File: src/rtl/byte_serial_adder_pkg.sv
// Shared constants and state encoding for the byte-serial adder.
package byte_serial_adder_pkg;

    localparam int BYTE_W     = 8;
    localparam int DEF_NBYTES = 4;

    typedef enum logic [1:0] {
        IDLE = 2'd0,
        RUN  = 2'd1,
        DONE = 2'd2
    } state_t;

endpackage

File: src/rtl/carryselectadder8bit.sv
// 8-bit carry-select adder: low nibble ripples, high nibble is precomputed
// for both carry-in values and selected by the low nibble's carry.
module carryselectadder8bit (
    input  logic [7:0] a,
    input  logic [7:0] b,
    input  logic       cin,
    output logic [7:0] sum,
    output logic       cout
);

    logic [4:0] lo;
    logic [4:0] hi0;
    logic [4:0] hi1;

    assign lo  = {1'b0, a[3:0]} + {1'b0, b[3:0]} + {4'b0, cin};
    assign hi0 = {1'b0, a[7:4]} + {1'b0, b[7:4]};
    assign hi1 = {1'b0, a[7:4]} + {1'b0, b[7:4]} + 5'd1;

    assign sum  = {(lo[4] ? hi1[3:0] : hi0[3:0]), lo[3:0]};
    assign cout = lo[4] ? hi1[4] : hi0[4];

endmodule

File: src/rtl/byte_serial_adder.sv
// Wide adder that feeds one shared 8-bit adder stage a byte per clock, LSB first,
// with valid/ready handshakes on the operand and result sides.
//
// state | meaning
// IDLE  | waiting for operands, in_ready=1
// RUN   | one byte slice added per cycle through the shared stage
// DONE  | result held with out_valid=1 until out_ready
module byte_serial_adder
    import byte_serial_adder_pkg::*;
#(
    parameter int NBYTES = DEF_NBYTES
) (
    input  logic                     clk,
    input  logic                     rst,
    input  logic                     in_valid,
    output logic                     in_ready,
    input  logic [BYTE_W*NBYTES-1:0] A,
    input  logic [BYTE_W*NBYTES-1:0] B,
    input  logic                     Cin,
    output logic                     out_valid,
    input  logic                     out_ready,
    output logic [BYTE_W*NBYTES-1:0] Sum,
    output logic                     Cout,
    output logic                     Ovf
);

    localparam int W  = BYTE_W * NBYTES;
    localparam int CW = $clog2(NBYTES);
    localparam logic [CW-1:0] LAST = CW'(NBYTES - 1);

    state_t          state_q;
    state_t          state_d;
    logic [W-1:0]    op_a;
    logic [W-1:0]    op_b;
    logic            carry_q;
    logic [CW-1:0]   cnt_q;
    logic            a_msb;
    logic            b_msb;
    logic [BYTE_W-1:0] stage_sum;
    logic            stage_cout;

    carryselectadder8bit u_stage (
        .a    (op_a[BYTE_W-1:0]),
        .b    (op_b[BYTE_W-1:0]),
        .cin  (carry_q),
        .sum  (stage_sum),
        .cout (stage_cout)
    );

    always_ff @(posedge clk) begin
        if (rst) state_q <= IDLE;
        else     state_q <= state_d;
    end

    always_comb begin
        state_d = state_q;
        case (state_q)
            IDLE:    if (in_valid) state_d = RUN;
            RUN:     if (cnt_q == LAST) state_d = DONE;
            DONE:    if (out_ready) state_d = IDLE;
            default: state_d = IDLE;
        endcase
    end

    assign in_ready  = (state_q == IDLE);
    assign out_valid = (state_q == DONE);

    // Sum doubles as the result shift register; it is only qualified by out_valid.
    always_ff @(posedge clk) begin
        if (rst) begin
            op_a    <= '0;
            op_b    <= '0;
            carry_q <= 1'b0;
            cnt_q   <= '0;
            a_msb   <= 1'b0;
            b_msb   <= 1'b0;
            Sum     <= '0;
            Cout    <= 1'b0;
            Ovf     <= 1'b0;
        end else begin
            case (state_q)
                IDLE: begin
                    if (in_valid) begin
                        op_a    <= A;
                        op_b    <= B;
                        carry_q <= Cin;
                        cnt_q   <= '0;
                        a_msb   <= A[W-1];
                        b_msb   <= B[W-1];
                    end
                end
                RUN: begin
                    Sum     <= {stage_sum, Sum[W-1:BYTE_W]};
                    op_a    <= op_a >> BYTE_W;
                    op_b    <= op_b >> BYTE_W;
                    carry_q <= stage_cout;
                    if (cnt_q == LAST) begin
                        Cout <= stage_cout;
                        Ovf  <= (a_msb == b_msb) && (stage_sum[BYTE_W-1] != a_msb);
                    end else begin
                        cnt_q <= cnt_q + 1'b1;
                    end
                end
                default: ;
            endcase
        end
    end

endmodule

File: config.mk
export PLATFORM = sky130hd
export DESIGN_NAME = byte_serial_adder
export DESIGN_NICKNAME = d
export VERILOG_FILES = /design/src/rtl/byte_serial_adder_pkg.sv /design/src/rtl/carryselectadder8bit.sv /design/src/rtl/byte_serial_adder.sv
export SDC_FILE = /design/constraint.sdc
export NUM_CORES = 1
export LEC_CHECK = 0
export ABC_AREA = 1
export BUFFER_PORTS_ARGS = -buffer_cell sky130_fd_sc_hd__buf_2
export CORE_ASPECT_RATIO = 0.7
export CORE_MARGIN = 8
export CORE_UTILIZATION = 45
export CTS_CLUSTER_DIAMETER = 40
export DETAILED_ROUTE_END_ITERATION = 7
export GPL_ROUTABILITY_DRIVEN = 1
export PLACE_DENSITY = 0.75
export SLEW_MARGIN = 20
export SYNTH_ARGS = -nofsm -noshare
export SYNTH_HDL_FRONTEND = slang
export SYNTH_SLANG_ARGS = --single-unit
File: constraint.sdc
create_clock -name clk -period 4 [get_ports clk]
set_input_delay 0.4 -clock clk [delete_from_list [all_inputs] [get_ports clk]]
set_output_delay 0.4 -clock clk [all_outputs]
set_load 0.02 [all_outputs]
==> key figures, run 1 <==
Outcome
  • Status: completed

STA
  • Worst Max-Slew Pin Slew: ~0.97 ns
  • TNS Setup: 0 ns
  • Slew headroom: between 30% and 40%
  • Fmax: about 430 MHz
  • # setup viols final: 0
  • Clock Skew: 0.00636 ns
  • Fin crit share: around 58%
  • Post-layout min period: 2.33 ns
  • Final hold vios: 0
  • RSZ-0062 raised after global routing: no
  • Fin. max-slew vios: 0

Worst setup path
  • RR Startpoint: op_a[0]$_SDFFE_PP0P_
  • Crit-path cells: inv_1, fa_1, fa_1, inv_1, nand3_1, nand2_1, nand2_1, nor2_1, nand2_1, nand2_1, nand3_1, nand2_1, a21oi_1
  • Worst path required time: around 4.2 ns
  • Crit path kind: reg2reg
  • Slowest stage cell, crit path: fa_1
  • Delay-heaviest family, CP: adder cells
  • CP Data Arrival Time: 2.54 ns
  • R2R Path End: carry_q$_SDFFE_PP0P_
  • Crit path buffers/inverters: 2
  • CP most frequent cell: nand2_1
  • Crit. End Element: flip-flop
  • Reg2Reg Depth: 13
  • Reg2Reg Setup Slack: ~1.7 ns
  • CP Launch Type: flip-flop
  • CP max FO: 7
  • Slowest stage delay, CP: around 0.44 ns

Cells and area
  • Area of the multi-input gates: roughly 0.002 mm²
  • # diodes: 0
  • FILL cells: around 950
  • Layout cells sized above 1: around a fifth
  • Synth-to-Final Area Change: 18.2%
  • Nets: between 700 and 800
  • Final core utilization: 54.1%
  • FF+latch area: 0.00210 mm²

Global route
  • Gr ovfl total: 0
  • GRT Overall Usage: 17.6%
  • Vias in the first global route: approximately 4000
  • Initial antenna violation count: 0
  • Largest net degree at the start of global routing: 90
  • First-pass GRT wire length: between 15000 and 20000 µm

Clock network
  • TritonCTS clock tree: built
  • Worst-Skew Late Latency: ~0.35 ns
  • Worst-path clk slew: roughly 0.07 ns
  • Setup Buffers After CTS: 0
  • CTS hold repair buffers: 0
  • Root Buffer Master: clkbuf_16
  • H-tree levels: 3
  • Sink Count: roughly 110
  • Cts repair resizes: 0
  • Num CTS Buffers: 9
  • Clock Path Buffers: 2

Pwr
  • Peak VDD IR: between 0.0002 and 0.0003 V
  • Pwr dens: approximately 470 mW/mm²
  • Leakage: about 2.4 nW

Die
  • Height of the die: approximately 99 µm
  • Initial Util: a little under half
  • Core Footprint: 0.00961 mm²
  • Ports: 105
  • Cell row count: 30
  • Die area: 0.0132 mm²
  • Die width: roughly 130 µm

Route
  • Final wirelength: 11500 µm
  • Drt wl/cell: ~14 µm
  • Via Count: 4112
  • Vias per Instance: 5.17
  • DRT Pass-1 Iters: 4
  • Starting DRT DRC Count: 316
  • Residual DRC: 0
  • Antenna Nets Post-Route: 0

Synth
  • Yosys Warn Count: 0
  • Count of state elements after synthesis: around 110
  • Syn_area_per_cell: between 7 and 8 µm²
  • Syn nets: ~670
  • Sequential area share after synthesis: 47.8%
  • Netlist area before placement: around 0.0044 mm²
  • Unique cell type count in the Yosys netlist: 21
  • Cells after Synth: ~580

Min path
  • Hold crit path type: in2reg
  • Worst hold start: B[26]
  • WHS Endpoint: op_b[26]$_SDFFE_PP0P_
  • Hold path depth: 3

Place
  • Port buffer count: 104
  • DP HPWL: approximately 7900 µm
  • GPL Wtd Cong: between 0.8 and 0.9

Job
  • Maxcap violations: 0
==> metrics by stage <==
stage / std cells / power (mW) / hold WS, ns / area, µm² / setup slack, ns
2_1_floorplan: 584 / 1.53 / 0.433 / 4400 / 1.92
3_3_place_gp: 780 / 1.64 / 0.444 / 4910 / 1.79
3_5_place_dp: 780 / 1.66 / 0.456 / 4910 / 1.70
4_1_cts: 796 / 2.48 / 0.292 / 5190 / 1.68
5_1_grt: 796 / 2.59 / 0.310 / 5190 / 1.47
6_report: 796 / 2.47 / 0.305 / 5190 / 1.67
==> cells by family after synthesis <==
group | Yosys count | synth area share, %
and+or+nand+nor | 227 | 20.0
buffers and inverters | 68 | 6.86
AOI/OAI and AO/OA | 169 | 20.8
DFF | 105 | 47.8
adders and majority gates | 12 | 3.93
xor gates and xnor gates | 3 | 0.598
==> cell type report <==
class | instances | share of cell area [%]
Clock inverter | 6 | 0.843
Sequential cell | 105 | 40.5
Clock buffer | 10 | 4.60
Timing Repair Buffer | 108 | 10.6
Multi-Input combinational cell | 411 | 38.4
Inverter | 28 | 2.05
Tap cell | 128 | 3.08
==> synth_stat cells <==
cell / count / area (µm²)
ha_1: 9 / 113
or2_2: 1 / 6.26
buf_2: 16 / 80.1
dfxtp_1: 105 / 2100
nand2_2: 2 / 12.5
inv_2: 4 / 15.0
nor2_1: 60 / 225
nand3_1: 10 / 50.1
inv_1: 24 / 90.1
o21ai_0: 34 / 170
a21oi_1: 33 / 165
fa_1: 3 / 60.1
a31oi_1: 49 / 307
xor2_1: 2 / 17.5
o21ai_1: 50 / 250
xnor2_1: 1 / 8.76
o211ai_1: 3 / 22.5
clkbuf_1: 17 / 63.8
nor2_4: 1 / 11.3
nand2_1: 153 / 574
buf_4: 7 / 52.6
==> state kept, by name (all words and copies together), names as in the netlist <==
name,cells
Cout,1
Ovf,1
Sum,32
a_msb,1
b_msb,1
carry_q,1
cnt_q,2
op_a,32
op_b,32
state_q,2
==> tightest hold or removal path: cells and delay by family <==
kind            cells  cell delay [ns]
compound gates      1             0.06
buf+inv             1             0.10
simple gates        1             0.05
==> per-layer routing <==
metal,vias up,global-route usage (%),wire (µm)
met2,107,28.0,5200
met4,0,4.64,119
li1,2110,-,-
met3,14,5.39,745
met5,-,0,0
met1,1881,22.7,5400
==> placed cells by master (no fill, tap or decap) <==
master / Yosys / routed
nand3_1: 10 / 10
a31oi_1: 49 / 49
nand2_1: 153 / 153
or2_2: 1 / 1
clkinv_4: 0 / 3
nor2_4: 1 / 1
clkbuf_16: 0 / 9
o211ai_1: 3 / 3
clkbuf_8: 0 / 1
clkinv_2: 0 / 3
dfxtp_1: 105 / 105
nand2_2: 2 / 2
ha_1: 9 / 9
nor2_1: 60 / 60
buf_2: 16 / 104
inv_2: 4 / 4
buf_4: 7 / 4
o21ai_0: 34 / 34
xor2_1: 2 / 2
a21oi_1: 33 / 33
inv_1: 24 / 23
clkinvlp_4: 0 / 1
xnor2_1: 1 / 1
o21ai_1: 50 / 50
fa_1: 3 / 3
==> how the worst max path moves through the flow <==
stage                                    start  depth (start not counted)              endpoint  slack (ns)
after floorplan           op_a[0]$_SDFFE_PP0P_                         13     Cout$_SDFFE_PP0P_        1.92
after global placement    op_a[0]$_SDFFE_PP0P_                         13  carry_q$_SDFFE_PP0P_        1.79
after detailed placement  op_a[0]$_SDFFE_PP0P_                         13  carry_q$_SDFFE_PP0P_        1.70
after CTS                 op_a[0]$_SDFFE_PP0P_                         13  carry_q$_SDFFE_PP0P_        1.68
after global routing      op_a[0]$_SDFFE_PP0P_                         13  carry_q$_SDFFE_PP0P_        1.47
final                     op_a[0]$_SDFFE_PP0P_                         13  carry_q$_SDFFE_PP0P_        1.67
==> power by group <==
part | switching [mW] | internal, mW | total, mW
sequential | 0.0627 | 1.14 | 1.21
combinational | 0.278 | 0.154 | 0.432
clock | 0.390 | 0.440 | 0.830
No activity file was read; power rests on OpenSTA's default activity.
==> run 2: changes to the inputs <==
--- a/config.mk
+++ b/config.mk
@@ -13,7 +13,7 @@
 export CTS_CLUSTER_DIAMETER = 40
 export DETAILED_ROUTE_END_ITERATION = 7
 export GPL_ROUTABILITY_DRIVEN = 1
-export PLACE_DENSITY = 0.75
+export PLACE_DENSITY = 0.78
 export SLEW_MARGIN = 20
 export SYNTH_ARGS = -nofsm -noshare
 export SYNTH_HDL_FRONTEND = slang
==> constraint.sdc (replaced) <==
create_clock -name clk -period 1.9 [get_ports clk]
set_input_delay 0.19 -clock clk [delete_from_list [all_inputs] [get_ports clk]]
set_output_delay 0.19 -clock clk [all_outputs]
set_load 0.02 [all_outputs]
==> key figures, run 2 (synthesis results as in run 1) <==
Outcome
  • Status: finished with violations
  • Failing checks: negative setup slack

Clock network
  • Clock Path Buffers: 2 (unchanged)
  • Worst-Skew Late Latency: 0.35 ns (about the same)
  • Root Buffer Master: clkbuf_16
  • Worst-path clk slew: 0.07 ns (about the same)
  • Num CTS Buffers: 9 (unchanged)
  • CTS hold repair buffers: 0 (unchanged)
  • Sink Count: 105 (unchanged)
  • H-tree levels: 3 (unchanged)
  • TritonCTS clock tree: built

Route
  • Drt wl/cell: 14.8 µm (+2.7%)
  • Antenna Nets Post-Route: 0 (unchanged)
  • Starting DRT DRC Count: 306 (-3.2%)
  • Via Count: 4270 (+3.8%)
  • DRT Pass-1 Iters: 5 (+1)
  • Residual DRC: 0 (unchanged)
  • Vias per Instance: 5.29 (+2.4%)
  • Final wirelength: 11900 µm (+4.1%)

Worst setup path
  • Crit path buffers/inverters: 2 (unchanged)
  • Worst path required time: 2.12 ns (-2.09 ns)
  • Delay-heaviest family, CP: adder cells
  • Crit-path cells: inv_2, fa_2, fa_2, inv_2, nand3_2, nand2_2, nand2_2, nor2_4, nand2_1, nand2_1, nand3_1, nand2_1, a21oi_1
  • Crit. End Element: flip-flop
  • Slowest stage cell, crit path: fa_2
  • Slowest stage delay, CP: 0.39 ns (-0.05 ns)
  • CP most frequent cell: nand2_1
  • CP max FO: 3 (-4)
  • CP Data Arrival Time: 2.24 ns (-0.30 ns)
  • CP Launch Type: flip-flop
  • Crit path kind: reg2reg

Cells and area
  • Largest regs: Sum x32, op_a x32, op_b x32
  • FILL cells: 934 (-1.8%)
  • Area of the multi-input gates: 0.00203 mm² (+1.7%)
  • Synth-to-Final Area Change: 21.5%
  • Nets: 755 (+1.5%)
  • Commonest non-fill, non-tap cells in the layout: nand2_1 (150), buf_2 (104), dfxtp_1 (102)
  • Commonest non-fill, non-tap cell in the layout: nand2_1
  • # diodes: 0 (unchanged)
  • Final Cell Area: 0.00534 mm² (+2.8%)
  • Layout cells sized above 1: 23.4% (+3.5 points)
  • FF+latch area: 0.00211 mm² (+0.18%)

Pwr
  • Clk pwr share: 33.2% (-0.4 points)
  • Net Sw Frac: 29.9% (+0.26 points)
  • Switching power: 1.58 mW (+120%)
  • Combinational cell fraction of total power: 18.6% (+1.1 points)
  • Internal: 3.70 mW (+110%)
  • Total power: 5.28 mW (+110%)
  • Peak VDD IR: 0.000642 V (+120%)
  • Pwr dens: 988 mW/mm² (+110%)
  • Power share of the sequential group: 48.2% (-0.7 points)
  • Leakage: 2.43 nW (+2.2%)

Global route
  • Largest net degree at the start of global routing: 50 (-44%)
  • Initial antenna violation count: 0 (unchanged)
  • First-pass GRT wire length: 20000 µm (+3.1%)
  • GR Util met2: 29.5% (+1.5 points)
  • Routing usage on met1: 22.9% (+0.24 points)
  • Vias in the first global route: 4161 (+2.6%)
  • GRT Overall Usage: 18.1% (+0.46 points)
  • Gr ovfl total: 0 (unchanged)
  • Met3 Usage GRT: 5.03% (-0.36 points)
  • Global route hottest layer: met2

STA
  • Fmax: 494 MHz (+15%)
  • Clock Skew: 0.00571 ns (-0.000649 ns)
  • Worst Max-Slew Pin Slew: 0.484 ns (-0.484 ns)
  • Slew headroom: 67.7% (+32 points)
  • Fin. max-slew vios: 0 (unchanged)
  • TNS Setup: -0.353 ns (-0.353 ns)
  • Post-layout min period: 2.02 ns (-0.304 ns)
  • Final hold vios: 0 (unchanged)
  • Fin crit share: 106% (+48 points)
  • RSZ-0062 raised after global routing: yes
  • # setup viols final: 5 (+5)
  • Fin worst setup slack: -0.123 ns (-1.80 ns)

Die
  • Core Footprint: 0.00961 mm² (unchanged)
  • Height of the die: 98.7 µm (unchanged)
  • Die width: 134 µm (unchanged)
  • Initial Util: 45.8% (unchanged)
  • Ports: 105 (unchanged)
  • Cell row count: 30 (unchanged)
  • Die area: 0.0132 mm² (unchanged)

Job
  • Maxcap violations: 0 (unchanged)

Place
  • Port buffer count: 104 (unchanged)
  • DP HPWL: 8640 µm (+8.8%)
  • Post-DP Area: 0.00501 mm² (+2.1%)
  • GPL Wtd Cong: 0.848 (+2.8%)

Min path
  • Hold crit path type: in2reg
-- run 2: cell count changes in the layout (fill, tap and decap cells not counted), moves of 3 or more --
cell,before,now
nand2_1,153,150
clkinv_2,3,0
dfxtp_1,105,102
buf_4,4,12
inv_2,4,8
nand2_2,2,5
dfxtp_2,0,3
inv_1,23,20
-- run 2: tightest hold or removal path, delay by kind of cell --
family	cells	cell delay, ns
buf+inv	1	0.09
compound gates	1	0.06
simple gates	1	0.05
-- run 2: worst paths after layout --
path                            cells past startpoint                    end                  start  slack (ns)
worst max-delay path                               13   carry_q$_SDFFE_PP0P_   carry_q$_SDFFE_PP0P_       -0.12
worst min-delay path                                3  op_b[27]$_SDFFE_PP0P_                  B[27]         0.1
worst max register to register                     13   carry_q$_SDFFE_PP0P_   carry_q$_SDFFE_PP0P_       -0.12
worst min register to register                      2  op_a[29]$_SDFFE_PP0P_  op_a[29]$_SDFFE_PP0P_        0.46
-- run 2: area by class of cell --
| type | count | area share (%) |
|---|---|---|
| Tap cell | 128 | 3.00 |
| Inverter | 28 | 1.97 |
| Sequential cell | 105 | 39.4 |
| Clock inverter | 5 | 0.749 |
| Clock buffer | 11 | 4.54 |
| Multi-Input combinational cell | 411 | 37.9 |
| Timing Repair Buffer | 119 | 12.4 |
-- run 2: power groups by stage --
| stage | Combinational, mW | Clock (mW) | Sequential (mW) |
|---|---|---|---|
| floorplan | 0.597 | 0 | 2.62 |
| global placement | 0.922 | 0 | 2.57 |
| detailed placement | 0.952 | 0 | 2.58 |
| CTS | 0.970 | 1.79 | 2.54 |
| global route | 1.10 | 1.88 | 2.57 |
| finish | 0.981 | 1.75 | 2.54 |
-- run 2: per-stage QoR --
stage          hold WS, ns  setup slack, ns  std cells  util (%)
2_1_floorplan        0.259         -0.00762        584         -
3_3_place_gp         0.441          -0.0407        789      52.2
3_5_place_dp         0.454           -0.161        789      52.2
4_1_cts             0.0878           -0.135        807      55.4
5_1_grt              0.101           -0.230        807      55.6
6_report            0.0951           -0.123        807      55.6
-- run 2: repair_timing --
action / in CTS / in global routing
buffers inserted: 2 / 0
setup endpoints to repair: 4 / 7
resized for setup: 10 / 6
pin swaps: 7 / 7
endpoints found under the hold margin: 0 / 0
-- run 2: layer usage --
metal | vias up | wire (µm)
met1 | 1972 | 5400
met4 | 0 | 135
met2 | 141 | 5520
li1 | 2140 | -
met3 | 17 | 879
met5 | - | 0
==> run 3: changes to the inputs <==
--- a/config.mk
+++ b/config.mk
@@ -5,7 +5,7 @@
 export SDC_FILE = /design/constraint.sdc
 export NUM_CORES = 1
 export LEC_CHECK = 0
-export ABC_AREA = 1
+export ABC_AREA = 0
 export BUFFER_PORTS_ARGS = -buffer_cell sky130_fd_sc_hd__buf_2
 export CORE_ASPECT_RATIO = 0.7
 export CORE_MARGIN = 8
@@ -13,7 +13,7 @@
 export CTS_CLUSTER_DIAMETER = 40
 export DETAILED_ROUTE_END_ITERATION = 7
 export GPL_ROUTABILITY_DRIVEN = 1
-export PLACE_DENSITY = 0.78
+export PLACE_DENSITY = 0.77
 export SLEW_MARGIN = 20
 export SYNTH_ARGS = -nofsm -noshare
 export SYNTH_HDL_FRONTEND = slang
==> key figures, run 3 <==
Worst setup path
  • Delay-heaviest family, CP: adder cells
  • CP Data Arrival Time: 2.40 ns (+0.16 ns)
  • CP max FO: 3 (unchanged)
  • Worst path required time: 2.14 ns (+0.02 ns)
  • Reg2Reg Setup Slack: -0.27 ns (-0.14 ns)
  • Crit-path cells: inv_2, fa_2, fa_2, nand2b_4, a21oi_4, buf_4, a211oi_2, o21a_1, o31a_1
  • CP most frequent cell: fa_2
  • CP Launch Type: flip-flop
  • Slowest stage delay, CP: 0.39 ns (about the same)
  • RR Startpoint: carry_q$_SDFFE_PP0P_
  • Crit path buffers/inverters: 2 (unchanged)
  • Crit path kind: reg2reg
  • R2R Path End: Ovf$_SDFFE_PP0P_
  • Slowest stage cell, crit path: fa_2
  • Reg2Reg Depth: 9 (-4)
  • Crit. End Element: flip-flop

Min path
  • Hold path depth: 3 (unchanged)
  • Hold crit path type: in2reg
  • Worst hold start: B[28]
  • WHS Endpoint: op_b[28]$_SDFFE_PP0P_

Clock network
  • Root Buffer Master: clkbuf_16
  • Worst-path clk slew: 0.07 ns (about the same)
  • TritonCTS clock tree: built
  • Clock Path Buffers: 2 (unchanged)
  • Worst-Skew Late Latency: 0.34 ns (about the same)
  • H-tree levels: 3 (unchanged)
  • Num CTS Buffers: 9 (unchanged)
  • Sink Count: 105 (unchanged)

Place
  • Port buffer count: 104 (unchanged)
  • DP HPWL: 8440 µm (-2.3%)
  • GPL Wtd Cong: 0.800 (-5.7%)
  • Pre-CTS setup slack: -0.287 ns (-0.126 ns)
  • Cell count after placement: 757 (-4.1%)

STA
  • Fmax: 461 MHz (-6.7%)
  • # setup viols final: 7 (+2)
  • Clock Skew: 0.00383 ns (-0.00189 ns)
  • Fin. max-slew vios: 0 (unchanged)
  • Post-layout min period: 2.17 ns (+0.144 ns)
  • Fin crit share: 114% (+7.6 points)
  • Final hold vios: 0 (unchanged)
  • Worst Max-Slew Pin Slew: 0.507 ns (+0.0236 ns)
  • TNS Setup: -1.45 ns (-1.10 ns)
  • Slew headroom: 66.2% (-1.6 points)
  • RSZ-0062 raised after global routing: yes
  • Fin worst setup slack: -0.267 ns (-0.144 ns)

Global route
  • GRT Overall Usage: 17.6% (-0.43 points)
  • Gr ovfl total: 0 (unchanged)
  • Vias in the first global route: 3975 (-4.5%)
  • First-pass GRT wire length: 19000 µm (-5.0%)
  • Largest net degree at the start of global routing: 60 (+20%)
  • Initial antenna violation count: 0 (unchanged)

Route
  • Final wirelength: 11500 µm (-3.6%)
  • Antenna Nets Post-Route: 0 (unchanged)
  • DRT Pass-1 Iters: 5 (unchanged)
  • Residual DRC: 0 (unchanged)
  • Vias per Instance: 5.29 (-0.11%)
  • Drt wl/cell: 14.9 µm (+0.50%)
  • Starting DRT DRC Count: 299 (-2.3%)
  • Via Count: 4091 (-4.2%)

Synth
  • Syn_area_per_cell: 8.07 µm² (+7.2%)
  • Top-area cell type share of the netlist area: 47.4% (-0.36 points)
  • Leading area contributor after synthesis: dfxtp_1
  • Yosys Warn Count: 0 (unchanged)
  • Main flop type after synthesis: dfxtp_1
  • Most numerous cell in the Yosys netlist: nand2_1
  • Synth async-reset ratio: 0% (unchanged)
  • Synth top cells by count: nand2_1 (160), dfxtp_1 (105), nor2_1 (78), a311oi_1 (48), a21oi_1 (39)
  • Count of state elements after synthesis: 105 (unchanged)
  • Post-synth EDFFs: 0 (unchanged)
  • Netlist area before placement: 0.00443 mm² (+0.77%)
  • Unique cell type count in the Yosys netlist: 38 (+81%)
  • Largest cells by area after synthesis: dfxtp_1 (47%), nand2_1 (14%), a311oi_1 (9.5%)
  • Cells after Synth: 549 (-6.0%)
  • Sequential area share after synthesis: 47.4% (-0.36 points)
  • Syn nets: 630 (-5.3%)

Cells and area
  • Synth-to-Final Area Change: 23.3%
  • Final core utilization: 56.6% (+1.0 points)
  • Largest regs: Sum x32, op_a x32, op_b x32
  • Nets: 723 (-4.2%)
  • Commonest non-fill, non-tap cell in the layout: nand2_1
  • Commonest non-fill, non-tap cells in the layout: nand2_1 (159), dfxtp_1 (103), buf_2 (103)
  • # diodes: 0 (unchanged)
  • Layout cells sized above 1: 24.5% (+1.0 points)
  • FILL cells: 882 (-5.6%)
  • FF+latch area: 0.00210 mm² (about the same)
  • Area of the multi-input gates: 0.00216 mm² (+6.8%)
  • Post-route insts no fill: 774 (-4.1%)

Die
  • Initial Util: 45.9% (+0.17 points)
  • Die width: 135 µm (+0.34%)
  • Die area: 0.0133 mm² (+0.66%)
  • Cell row count: 30 (unchanged)
  • Height of the die: 99.0 µm (+0.32%)
  • Ports: 105 (unchanged)
  • Core Footprint: 0.00965 mm² (+0.39%)

Outcome
  • Status: finished with violations
  • Failing checks: negative setup slack

Pwr
  • Total power: 4.94 mW (-6.4%)
  • Leakage: 2.35 nW (-3.4%)
  • Pwr dens: 904 mW/mm² (-8.4%)
  • Peak VDD IR: 0.000597 V (-7.0%)

Job
  • Maxcap violations: 0 (unchanged)
## run 3: through the flow
stage,instance area [µm²],hold slack (ns)
after floorplan,4460,0.338
after detailed placement,5160,0.432
after CTS,5440,0.0661
after global placement,5160,0.424
after global routing,5460,0.0743
final,5460,0.0818
## run 3: repair_timing
item / in CTS / in global routing
hold buffers: 0 / 0
buffers inserted: 1 / 1
endpoints found under the setup margin: 7 / 7
resized for setup: 0 / 3
pin swaps: 4 / 3
## run 3: where the power goes
group	internal (mW)	leakage (nW)	switching, mW
clock network	0.914	0.138	0.785
logic	0.326	1.35	0.473
registers	2.35	0.863	0.0910
## run 3: worst reg2reg max path, delay by kind of cell, from the launching register on
kind                       cells  cell delay [ns]
AOI/OAI and AO/OA              4             0.63
adders and majority gates      2             0.74
buffers and inverters          2             0.18
DFF                            1             0.34
and+or+nand+nor                1             0.16
## run 3: kinds of logic after synthesis
logic type / count (synthesis) / synth area share, %
adders and majority gates: 12 / 3.90
AOI/OAI and AO/OA: 115 / 18.8
xor gates and xnor gates: 3 / 0.593
muxes: 1 / 0.226
buffers and inverters: 50 / 4.91
DFF: 105 / 47.4
and+or+nand+nor: 263 / 24.1
## run 3: how the worst max path moves through the flow
stage | startpoint | endpoint | slack [ns] | cells past startpoint
after detailed placement | carry_q$_SDFFE_PP0P_ | carry_q$_SDFFE_PP0P_ | -0.29 | 8
final | carry_q$_SDFFE_PP0P_ | Ovf$_SDFFE_PP0P_ | -0.27 | 9
after global placement | carry_q$_SDFFE_PP0P_ | carry_q$_SDFFE_PP0P_ | -0.23 | 8
after floorplan | carry_q$_SDFFE_PP0P_ | carry_q$_SDFFE_PP0P_ | -0.22 | 8
after global routing | carry_q$_SDFFE_PP0P_ | carry_q$_SDFFE_PP0P_ | -0.35 | 8
after CTS | carry_q$_SDFFE_PP0P_ | carry_q$_SDFFE_PP0P_ | -0.28 | 8
## run 3: cell type report
class                   count  share of cell area [%]
multi-input cells         394                    39.6
inverters                   6                   0.412
clock buffers              10                    4.38
repair buffers            126                    13.5
clock inverters             5                   0.596
flip-flops and latches    105                    38.5
well taps                 128                    2.93
## run 3: metal layers
metal	vias up	wire [µm]	track usage [%]
li1	2054	-	-
met1	1899	5450	23.0
met2	119	5140	26.5
met3	19	665	4.88
met4	0	250	7.82
met5	-	0	0
